## config.mk

```make
export PLATFORM = sky130hd
export DESIGN_NAME = mem_stage
export DESIGN_NICKNAME = d
export VERILOG_FILES = /design/src/rtl/mem_stage.sv
export SDC_FILE = /design/constraint.sdc
export NUM_CORES = 1
export LEC_CHECK = 0
export BUFFER_PORTS_ARGS = -buffer_cell sky130_fd_sc_hd__buf_4
export CAP_MARGIN = 5
export CORE_MARGIN = 10
export CORE_UTILIZATION = 50
export CTS_CLUSTER_DIAMETER = 40
export DETAILED_ROUTE_END_ITERATION = 6
export PLACE_DENSITY = 0.95
export SYNTH_ARGS = -nofsm -noshare
export SYNTH_HDL_FRONTEND = slang
export SYNTH_SLANG_ARGS = --single-unit
export TNS_END_PERCENT = 1
```

## constraint.sdc

```tcl
create_clock -name clk_i -period 7.25 [get_ports clk_i]
set_input_delay 1.0875 -clock clk_i [delete_from_list [all_inputs] [get_ports clk_i]]
set_output_delay 1.0875 -clock clk_i [all_outputs]
set_load 0.02 [all_outputs]
```

## src/rtl/mem_stage.sv

```systemverilog
// mem_stage: memory-access pipeline stage; runs loads/stores over a req/ack bus and aborts hung accesses.
// Define MEM_MISALIGN_CHECK_EN to fault misaligned halfword/word accesses instead of issuing them.
`ifndef RADDR_WIDTH
`define RADDR_WIDTH 5
`endif
`ifndef RDATA_WIDTH
`define RDATA_WIDTH 32
`endif
`ifndef ADDR_WIDTH
`define ADDR_WIDTH 32
`endif
`ifndef DATA_WIDTH
`define DATA_WIDTH 32
`endif
`ifndef MEM_NOP
`define MEM_NOP 4'h0
`define LB      4'h1
`define LH      4'h2
`define LW      4'h3
`define LBU     4'h4
`define LHU     4'h5
`define SB      4'h6
`define SH      4'h7
`define SW      4'h8
`endif

module mem_stage #(
    parameter int TIMEOUT = 255
) (
    input  logic                    clk_i,
    input  logic                    rst_i,
    input  logic [`RADDR_WIDTH-1:0] reg_waddr_i,
    input  logic                    reg_we_i,
    input  logic [`RDATA_WIDTH-1:0] reg_wdata_i,
    input  logic [`ADDR_WIDTH-1:0]  mem_addr_i,
    input  logic [`DATA_WIDTH-1:0]  mem_data_i,
    input  logic                    mem_we_i,
    input  logic [3:0]              mem_op_i,
    input  logic                    hold_i,
    output logic [`RADDR_WIDTH-1:0] reg_waddr_o,
    output logic                    reg_we_o,
    output logic [`RDATA_WIDTH-1:0] reg_wdata_o,
    output logic                    stallreq_o,
    output logic                    dbus_req_o,
    output logic                    dbus_we_o,
    output logic [`ADDR_WIDTH-1:0]  dbus_addr_o,
    output logic [`DATA_WIDTH-1:0]  dbus_wdata_o,
    output logic [3:0]              dbus_be_o,
    input  logic                    dbus_ack_i,
    input  logic [`DATA_WIDTH-1:0]  dbus_rdata_i,
    output logic                    fault_o,
    output logic [`ADDR_WIDTH-1:0]  fault_addr_o
);
    localparam int CW = (TIMEOUT > 1) ? $clog2(TIMEOUT) : 1;

    typedef enum logic [1:0] {S_IDLE, S_BUSY, S_DONE} state_t;

    state_t                   r_state;
    logic [CW-1:0]            r_cnt;
    logic [`RDATA_WIDTH-1:0]  r_buf;
    logic                     r_fault;
    logic                     r_fault_pulse;
    logic [`ADDR_WIDTH-1:0]   r_fault_addr;

    logic                     w_is_load, w_is_store, w_is_mem, w_misalign;
    logic [1:0]               w_a;
    logic [3:0]               w_be;
    logic [`DATA_WIDTH-1:0]   w_wdata;
    logic [`RDATA_WIDTH-1:0]  w_load;
    logic [7:0]               w_byte;
    logic [15:0]              w_half;
    logic                     w_unused;

    // The opcode alone decides store vs load; the separate store flag is redundant.
    assign w_unused = mem_we_i;
    assign w_a      = mem_addr_i[1:0];

    always_comb begin
        w_is_load  = 1'b0;
        w_is_store = 1'b0;
        case (mem_op_i)
            `LB, `LH, `LW, `LBU, `LHU: w_is_load  = 1'b1;
            `SB, `SH, `SW:             w_is_store = 1'b1;
            default: ;
        endcase
    end
    assign w_is_mem = w_is_load | w_is_store;

`ifdef MEM_MISALIGN_CHECK_EN
    assign w_misalign = ((mem_op_i == `LH || mem_op_i == `LHU || mem_op_i == `SH) && w_a[0]) ||
                        ((mem_op_i == `LW || mem_op_i == `SW) && (w_a != 2'b00));
`else
    assign w_misalign = 1'b0;
`endif

    always_comb begin
        w_be    = 4'b1111;
        w_wdata = mem_data_i;
        case (mem_op_i)
            `SB: begin
                w_be    = 4'b0001 << w_a;
                w_wdata = {4{mem_data_i[7:0]}};
            end
            `SH: begin
                w_be    = w_a[1] ? 4'b1100 : 4'b0011;
                w_wdata = {2{mem_data_i[15:0]}};
            end
            default: ;
        endcase
    end

    always_comb begin
        w_byte = dbus_rdata_i[{w_a, 3'b000} +: 8];
        w_half = w_a[1] ? dbus_rdata_i[31:16] : dbus_rdata_i[15:0];
        case (mem_op_i)
            `LB:     w_load = {{24{w_byte[7]}}, w_byte};
            `LBU:    w_load = {24'b0, w_byte};
            `LH:     w_load = {{16{w_half[15]}}, w_half};
            `LHU:    w_load = {16'b0, w_half};
            default: w_load = dbus_rdata_i;
        endcase
    end

    always_ff @(posedge clk_i or posedge rst_i) begin
        if (rst_i) begin
            r_state       <= S_IDLE;
            r_cnt         <= '0;
            r_buf         <= '0;
            r_fault       <= 1'b0;
            r_fault_pulse <= 1'b0;
            r_fault_addr  <= '0;
        end else begin
            r_fault_pulse <= 1'b0;
            case (r_state)
                S_IDLE: begin
                    if (w_is_mem) begin
                        if (w_misalign) begin
                            r_state       <= S_DONE;
                            r_fault       <= 1'b1;
                            r_fault_pulse <= 1'b1;
                            r_fault_addr  <= mem_addr_i;
                        end else if (dbus_ack_i) begin
                            r_buf <= w_load;
                            if (hold_i) begin
                                r_state <= S_DONE;
                                r_fault <= 1'b0;
                            end
                        end else begin
                            r_state <= S_BUSY;
                            r_cnt   <= '0;
                        end
                    end
                end
                S_BUSY: begin
                    r_cnt <= r_cnt + 1'b1;
                    // A late ack on the timeout cycle still completes the access.
                    if (dbus_ack_i) begin
                        r_buf   <= w_load;
                        r_fault <= 1'b0;
                        r_state <= hold_i ? S_DONE : S_IDLE;
                    end else if (r_cnt == CW'(TIMEOUT - 1)) begin
                        r_state       <= S_DONE;
                        r_fault       <= 1'b1;
                        r_fault_pulse <= 1'b1;
                        r_fault_addr  <= mem_addr_i;
                    end
                end
                S_DONE: begin
                    if (!hold_i) begin
                        r_state <= S_IDLE;
                        r_fault <= 1'b0;
                    end
                end
                default: r_state <= S_IDLE;
            endcase
        end
    end

    always_comb begin
        reg_waddr_o  = '0;
        reg_we_o     = 1'b0;
        reg_wdata_o  = '0;
        stallreq_o   = 1'b0;
        dbus_req_o   = 1'b0;
        dbus_we_o    = 1'b0;
        dbus_addr_o  = '0;
        dbus_wdata_o = '0;
        dbus_be_o    = 4'b0000;
        if (!rst_i) begin
            reg_waddr_o = reg_waddr_i;
            case (r_state)
                S_IDLE: begin
                    if (!w_is_mem) begin
                        reg_we_o    = reg_we_i;
                        reg_wdata_o = reg_wdata_i;
                    end else begin
                        reg_we_o    = w_is_load & reg_we_i & ~w_misalign;
                        reg_wdata_o = w_load;
                        stallreq_o  = w_misalign | ~dbus_ack_i;
                        dbus_req_o  = ~w_misalign;
                    end
                end
                S_BUSY: begin
                    reg_we_o    = w_is_load & reg_we_i;
                    reg_wdata_o = w_load;
                    stallreq_o  = ~dbus_ack_i;
                    dbus_req_o  = 1'b1;
                end
                S_DONE: begin
                    reg_we_o    = w_is_load & reg_we_i & ~r_fault;
                    reg_wdata_o = r_buf;
                end
                default: ;
            endcase
            if (dbus_req_o) begin
                dbus_we_o    = w_is_store;
                dbus_addr_o  = {mem_addr_i[`ADDR_WIDTH-1:2], 2'b00};
                dbus_wdata_o = w_wdata;
                dbus_be_o    = w_be;
            end
        end
    end

    assign fault_o      = r_fault_pulse;
    assign fault_addr_o = r_fault_addr;

endmodule
```

# After elaboration in Yosys (flattened, before gate mapping)
# Cells that the tools add are included.
word_totals:
  ff_bits: 76
  elab_cells: 95
op_classes:
  addsub: 1
  eq_ne: 18
  shifts: 2
  muxes: 53
  bitwise_logic: 5
  n_reduce_logical: 10
op_table:
  columns: ["cell", "n"]
  rows:
  - ["32-bit two-way mux", 8]
  - ["32-bit case mux with 2 select lines", 2]
  - ["32-bit case mux with 4 select lines", 1]
  - ["32-bit case mux with 3 select lines", 1]
  - ["32-bit by 6-bit indexed part select with 8-bit output", 1]
  - ["1-bit two-way mux", 20]
  - ["4-bit by 3-bit == test with 1-bit output (second input constant)", 4]
  - ["16-bit two-way mux", 1]
  - ["8-bit two-way mux", 2]
  - ["8-bit case mux with 2 select lines", 1]
  - ["2-bit two-way mux", 7]
  - ["4-bit two-way mux", 3]
  - ["2-bit != test (second input constant)", 5]
  - ["8-bit by 1-bit adder with 8-bit output (second input constant)", 1]
  - ["4-bit by 2-bit == test with 1-bit output (second input constant)", 2]
  - ["8-bit == test (second input constant)", 1]
  - ["4-bit case mux with 2 select lines", 1]
  - ["3-bit != test (second input constant)", 2]
  - ["1-bit case mux with 3 select lines", 2]
  - ["2-bit case mux with 3 select lines", 1]
  - ["3-bit AND reduction", 2]
  - ["6-bit AND reduction", 1]
  - ["5-bit two-way mux", 1]
  - ["5-bit OR reduction", 1]
  - ["15 further kinds", 18]

# Logic depth before layout (Yosys ltp)
# Gate-level depths: netlist (run 1).
logic_depth:
  depth_word: 9
  ltp_mapped: 8

# Least setup slack after synthesis (run 1)
# No wires, ideal clock.
synth_path:
  kind: "input to output"
  from: "input port rst_i"
  to: "output port dbus_addr_o[31]"
  arrival_time_ps: 4129
  slack_ps: 2033
  stages: 3
  path_buffers: 1
  cell_sequence: "inv_1 > clkbuf_1 > and3_1"
synth_between:
  elab_chain_cells: 1
synth_rtl:
  columns: ["item", "line", "text"]
  rows:
  - ["start, declared", "31", "input logic rst_i,"]
  - ["32-bit two-way mux", "189", "if (!rst_i) begin"]
  - ["end, declared", "46", "output logic [`ADDR_WIDTH-1:0] dbus_addr_o,"]
# Every way passes these cells.

# Worst setup path in the final report (run 1)
layout_path:
  from: "input port mem_op_i[0]"
  to: "output port dbus_wdata_o[31]"
layout_between:
  elab_chain_cells: 9
layout_rtl:
  columns: ["item", "line", "text"]
  rows:
  - ["start, declared", "38", "input logic [3:0] mem_op_i,"]
  - ["4-bit by 3-bit == test with 1-bit output (tied with other cells)", "81", "case (mem_op_i)"]
  - ["5-bit OR reduction or 3-bit OR reduction (tied branches)", "81", null]
  - ["1-bit two-way mux", "81", null]
  - ["1-bit OR", "87", "assign w_is_mem = w_is_load | w_is_store;"]
  - ["1-bit two-way mux", "193", "if (!w_is_mem) begin"]
  - ["1-bit case mux with 2 select lines", "191", "case (r_state)"]
  - ["1-bit two-way mux", "189", null]
  - ["32-bit two-way mux *", "215", "if (dbus_req_o) begin"]
  - ["32-bit two-way mux *", "189", null]
  - ["end, declared", "47", "output logic [`DATA_WIDTH-1:0] dbus_wdata_o,"]
# Every way passes the cells marked *; elsewhere a longest branch is shown, timed or not. The select of a mux whose other input is x is not followed.

==> metrics.cfg, run 1 <==
[drt]
ant_nets=0
vias_per_cell=6.11
drt_iter0_drc=713
drt_pre_antenna_iters=7
drc=8
vias=6122
wire_per_inst_um=22.2
drt-total-wl_um=22300

[clock_tree]
postCtsSetupRepairBufs=0
cts_tree=yes
numCtsBuffers=9
clkTransAtPathRegs_ns=0.07
postCtsResizedCells=0
cts_hold_buf=0
cts.sinks=76
cts-root-buf=clkbuf_8
clock_path_buffers=2
htreeDepth=3
clk-insertion-delay-late_ns=0.36

[timing]
rsz0062_at_grt=false
maxSlewViolCount=0
finalSetupViolations=0
min_period_ns=5.04
skew_ns=0.0114
tightestPinTransition_ns=1.23
min_period_over_period_pct=69.5
timing_hold_violations_final=0
relSlewSlack_pct=17.8
fmax_mhz=199
fin_setup_tns_ns=0
holdWs_ns=0.509

[power]
seqPwrFrac_pct=31.4
p_leak_nw=3.72
switchingPower_uw=893
ir_drop_mv=0.181
comb_power_share_pct=52.0
p_sw_share_pct=44.3
pwr_density_cell_nw_per_um2=266
p_int_mw=1.13
clkPwrFrac_pct=16.6

[global_routing]
gr-total-overflow=0
grt_pass1_wl_um=32900
grt_max_degree=67
antenna_found_initial=0
grt_pass1_vias=5865
grt_usage_pct=27.2

[logic_synthesis]
ys_ff_latch=76
yosysTopAreaCell=dfrtp_1
seq_area_frac_synth_pct=35.3
syn_area_per_cell_um2=8.59
netlist_top_cells_area=dfrtp_1 (35%), mux2_2 (7.1%), a21oi_1 (5.6%)
synth_cells=627
synth-edff-count=0
synth.distinct_cells=61
synth.yosys.warnings=0
async_flop_share_pct=100
synth_ff_type=dfrtp_1
syn_area_um2=5390
yosysTopAreaCellShare_pct=35.3

[run_status]
status=complete, but fails checks
violations=DRC

[min_path]
worstHoldStart=fault_addr_o[27]
hp-class=reg2reg

[setup_path]
cp-start-kind=input pin
critPathRequiredTime_ns=6.16
worst_setup_path_startpoint=mem_op_i[0]
cpLargestDelayFamily=buffers and inverters
setup.worst_path.end_class=output pin
cp_common_cell=buf_4
r2r-start=r_state[1]
critPathMaxStageDelay_ns=0.54
cp_cell_sequence=buf_4 > o31a_1 > or2_4 > a21oi_4 > buf_4 > nand2_1 > buf_4 > a311oi_1 > buf_4
crit_slowest_cell=a21oi_4
path_class=in2out
cp_max_fo=39
crit_buf_inv=4
worstPathArrival_ns=3.95

[die]
core_area_um2=10400
die_area_um2=15300
die_y_um=124
num_rows=37
die_w_um=124
initial_core_util_pct=51.7
io_pins=285

[layout]
final_cell_area_um2=7600
antenna_cells=0
drive_gt1_share_pct=40.6
fin_util_pct=73.0
final_cells=1002
fin_nets=1006
areaGrowthSynthToFinish_pct=41.0

[place]
placed_area_um2=7400
globalplace.congestion=0.956
dp.cells=986
dp_hpwl_um=16900
port-buffer-count=281

[flow_run]
maxCapViolCount=0

area by class of cell:
class | count | area (um^2)
tap | 136 | 170
sequential | 76 | 1900
timing repair buffer | 288 | 2160
fill | 786 | 2820
clock inverter | 6 | 70.1
multi-input combinational | 477 | 3130
inverter | 9 | 36.3
clock buffer | 10 | 128
through the flow:
stage / setup slack, ns / power, mW
5_1_grt: 2.04 / 2.14
6_report: 2.21 / 2.02
3_3_place_gp: 2.30 / 1.65
3_5_place_dp: 2.27 / 1.68
4_1_cts: 2.27 / 2.01
2_1_floorplan: 2.03 / 1.27
flip-flops by register name, summed over array words and instances (netlist names):
name,cells
fault_addr_o,32
fault_o,1
r_buf,32
r_cnt,8
r_fault,1
r_state,2
power groups by stage:
stage	logic, mW	registers, mW	clock network (mW)
after floorplan	0.669	0.597	0
final	1.05	0.633	0.336
after global placement	1.02	0.629	0
after global routing	1.13	0.646	0.360
after detailed placement	1.05	0.632	0
after CTS	1.05	0.628	0.338
cell usage after synthesis (5+ instances only):
cell	instances
a31oi_1	18
o31ai_1	19
o21ai_0	38
nor2b_1	12
nor3b_1	12
buf_2	20
a221oi_1	7
mux2i_1	14
nand2_1	37
nor2_1	75
and3_1	40
xor2_1	5
a22oi_1	7
a21oi_1	60
clkbuf_1	33
inv_1	9
o2bb2ai_1	6
a211oi_1	9
dfrtp_1	76
buf_6	7
o22ai_1	10
a222oi_1	17
mux2_2	34
placed cells by master, fill, tap and decap left out, types with 4 or more instances in the layout:
cell type	count
o2bb2ai_1	6
nor3b_1	12
o21ai_1	4
nor2_1	75
buf_4	288
mux2i_1	14
clkbuf_8	9
nand4_1	4
a222oi_1	17
and3_1	40
a211oi_1	9
nand2_1	37
o22ai_1	10
mux2_2	34
o21ai_0	38
a22oi_1	7
inv_1	8
nand2b_1	4
a221oi_1	7
o31ai_1	19
nor2b_1	12
a21oi_1	60
dfrtp_1	76
xor2_1	5
a31oi_1	18
logic make-up (layout without fill, tap and decap cells):
group	after synthesis	count (layout)	synth area share, %
xor gates and xnor gates	6	6	0.975
muxes	50	50	10.4
other	1	2	0.0696
AOI/OAI and AO/OA	212	212	26.5
DFF	76	76	35.3
adders and majority gates	3	3	0.650
and+or+nand+nor	204	204	19.2
buffers and inverters	75	313	6.94
metal layers:
| layer | vias to the layer above | track usage (%) | share of wire [%] |
|---|---|---|---|
| met2 | 389 | 46.3 | 48 |
| met1 | 2882 | 31.4 | 35 |
| met3 | 54 | 7.83 | 12 |
| met5 | - | 0 | 0 |
| li1 | 2797 | - | - |
| met4 | 0 | 11.3 | 3.8 |
worst paths after layout:
| check | slack (ns) | to | cells after the start |
|---|---|---|---|
| min in group asynchronous | 0.86 | fault_addr_o[21] | 2 |
| min | 0.51 | fault_addr_o[27] | 1 |
| max reg2reg | 4.76 | fault_addr_o[24] | 4 |
| max in group asynchronous | 5.29 | fault_addr_o[19] | 3 |
| max | 2.21 | dbus_wdata_o[31] | 9 |
| min reg2reg | 0.51 | fault_addr_o[27] | 1 |
Note: power is estimated with default switching activity, not from simulation.
==> inputs of run 2 (changes only) <==
--- a/config.mk
+++ b/config.mk
@@ -8,10 +8,10 @@
 export BUFFER_PORTS_ARGS = -buffer_cell sky130_fd_sc_hd__buf_4
 export CAP_MARGIN = 5
 export CORE_MARGIN = 10
-export CORE_UTILIZATION = 50
+export CORE_UTILIZATION = 42
 export CTS_CLUSTER_DIAMETER = 40
 export DETAILED_ROUTE_END_ITERATION = 6
-export PLACE_DENSITY = 0.95
+export PLACE_DENSITY = 0.85
 export SYNTH_ARGS = -nofsm -noshare
 export SYNTH_HDL_FRONTEND = slang
 export SYNTH_SLANG_ARGS = --single-unit
==> constraint.sdc (replaced) <==
create_clock -name clk_i -period 4.5 [get_ports clk_i]
set_input_delay 0.675 -clock clk_i [delete_from_list [all_inputs] [get_ports clk_i]]
set_output_delay 0.675 -clock clk_i [all_outputs]
set_load 0.02 [all_outputs]
==> run 2 against run 1 <==
The flow now finishes without violations. Power grew 70%. Sequential power grew 60%. Sequential share of layout area shrank 0.58 points. Critical path depth shrank 1. Core utilization shrank 11 points. Final cell count grew 4.0%. Flip-flop and latch count is the same. Die area grew 16%. Hold slack lost 0.21 ns. Combinational power grew 63%. Routed wire length shrank 0.76%. Clock skew shrank 0.0035 ns. Largest power group unchanged. Highest routed layer unchanged.
==> metrics.cfg, run 2 (synthesis results as in run 1) <==
[run_status]
status=finished, final reports clean

[layout]
areaGrowthSynthToFinish_pct=44.4
fin_nets=1011
layout_commonest_cell=buf_4
drive_gt1_share_pct=40.8
final_cell_mix=buf_4 (292), dfrtp_1 (76), nor2_1 (75), a21oi_1 (60), and3_1 (40)
antenna_cells=0

[power]
comb_power_share_pct=49.8
switchingPower_mw=1.45
p_leak_nw=3.78
power.total_mw=3.44
ir_drop_mv=0.263
clkPwrFrac_pct=20.7
p_sw_share_pct=42.1
pwr_density_cell_nw_per_um2=442
p_int_mw=1.99
seqPwrFrac_pct=29.5

[clock_tree]
cts_tree=yes
postCtsResizedCells=0
cts-root-buf=clkbuf_16
postCtsSetupRepairBufs=0
clk-insertion-delay-late_ns=0.34
cts.sinks=76
cts_hold_buf=0
htreeDepth=3
clkTransAtPathRegs_ns=0.06
clock_path_buffers=2
numCtsBuffers=9

[timing]
timing_hold_violations_final=0
min_period_over_period_pct=80.5
skew_ns=0.00794
tightestPinTransition_ns=1.08
relSlewSlack_pct=27.7
rsz0062_at_grt=false
fin_setup_tns_ns=0
fmax_mhz=276
maxSlewViolCount=0
finalSetupViolations=0
setup_ws_ns=0.878
min_period_ns=3.62

[setup_path]
r2r-end=r_buf[25]
r2r_slack_ns=1.91
r2r-start=r_state[1]
critPathRequiredTime_ns=3.83
r2r.worst_path.cells=5
setup.worst_path.end_class=output pin
path_class=in2out
worstPathArrival_ns=2.95
cp-start-kind=input pin
cp_max_fo=60

[flow_run]
maxCapViolCount=0

[drt]
drt-total-wl_um=22100
top_layer=met4
drt_iter0_drc=726
wl_met3_um=2060
wire_per_inst_um=21.2
drt_pre_antenna_iters=6
vias_per_cell=5.84
met1_length_um=8650
met2_length_um=10900
ant_nets=0
vias=6087
drc=0

[min_path]
hp-class=in2async

[die]
die_w_um=133
io_pins=285
num_rows=41
die_y_um=133
initial_core_util_pct=42.9
die_area_um2=17800
core_area_um2=12600

[global_routing]
gr-total-overflow=0
grt_pass1_vias=5827
grt_usage_pct=23.3
antenna_found_initial=0
grt_pass1_wl_um=33600
grt_max_degree=70

[place]
globalplace.congestion=0.901
dp_slack_ns=0.945
dp_hpwl_um=16900
port-buffer-count=281

[run 2: cell count changes in the layout (fill, tap and decap cells not counted), moves of 2 or more]
cell / delta
clkbuf_16: +9
clkbuf_8: -9
buf_4: +4
inv_6: -2
[run 2: worst max path at each step]
stage                            from              end  slack, ns
final                     mem_op_i[0]   reg_wdata_o[5]       0.88
after global routing      mem_op_i[0]   reg_wdata_o[5]       0.75
after CTS                 mem_op_i[0]   reg_wdata_o[7]       0.94
after detailed placement  mem_op_i[0]   reg_wdata_o[7]       0.95
after global placement    mem_op_i[0]   reg_wdata_o[7]       0.98
after floorplan                 rst_i  dbus_addr_o[31]       0.11
[run 2: power groups by stage]
stage | Combinational [mW] | Sequential [mW] | Clock [mW]
2_1_floorplan | 1.08 | 0.962 | 0
3_3_place_gp | 1.67 | 1.01 | 0
3_5_place_dp | 1.70 | 1.02 | 0
4_1_cts | 1.70 | 1.01 | 0.722
5_1_grt | 1.84 | 1.03 | 0.759
6_report | 1.71 | 1.01 | 0.711
[run 2: worst max-delay path, stage by stage]
cell	delay [ns]
buf_4	0.24
o31a_1	0.38
or2_4	0.30
a21oi_4	0.15
buf_4	0.52
o21ai_0	0.18
a21oi_1	0.27
buf_4	0.19
[run 2: cell type report]
class / instances / area (um^2)
timing repair buffer: 293 / 2210
inverter: 9 / 36.3
tap: 172 / 215
clock buffer: 11 / 233
fill: 1106 / 4790
clock inverter: 4 / 51.3
multi-input combinational: 477 / 3130
sequential: 76 / 1900
[run 2: through the flow]
step,std cells,instance area [um^2],util (%),hold WS [ns]
floorplan,628,5390,-,0.467
global placement,1027,7500,59.7,0.490
detailed placement,1027,7500,59.7,0.494
CTS,1042,7780,61.9,0.288
global route,1042,7780,61.9,0.297
finish,1042,7780,61.9,0.296
[run 2: per-layer routing]
| metal | track usage [%] | up-vias |
|---|---|---|
| li1 | - | 2801 |
| met1 | 28.1 | 2872 |
| met2 | 39.3 | 374 |
| met3 | 6.24 | 40 |
| met4 | 7.68 | 0 |
| met5 | 0 | - |
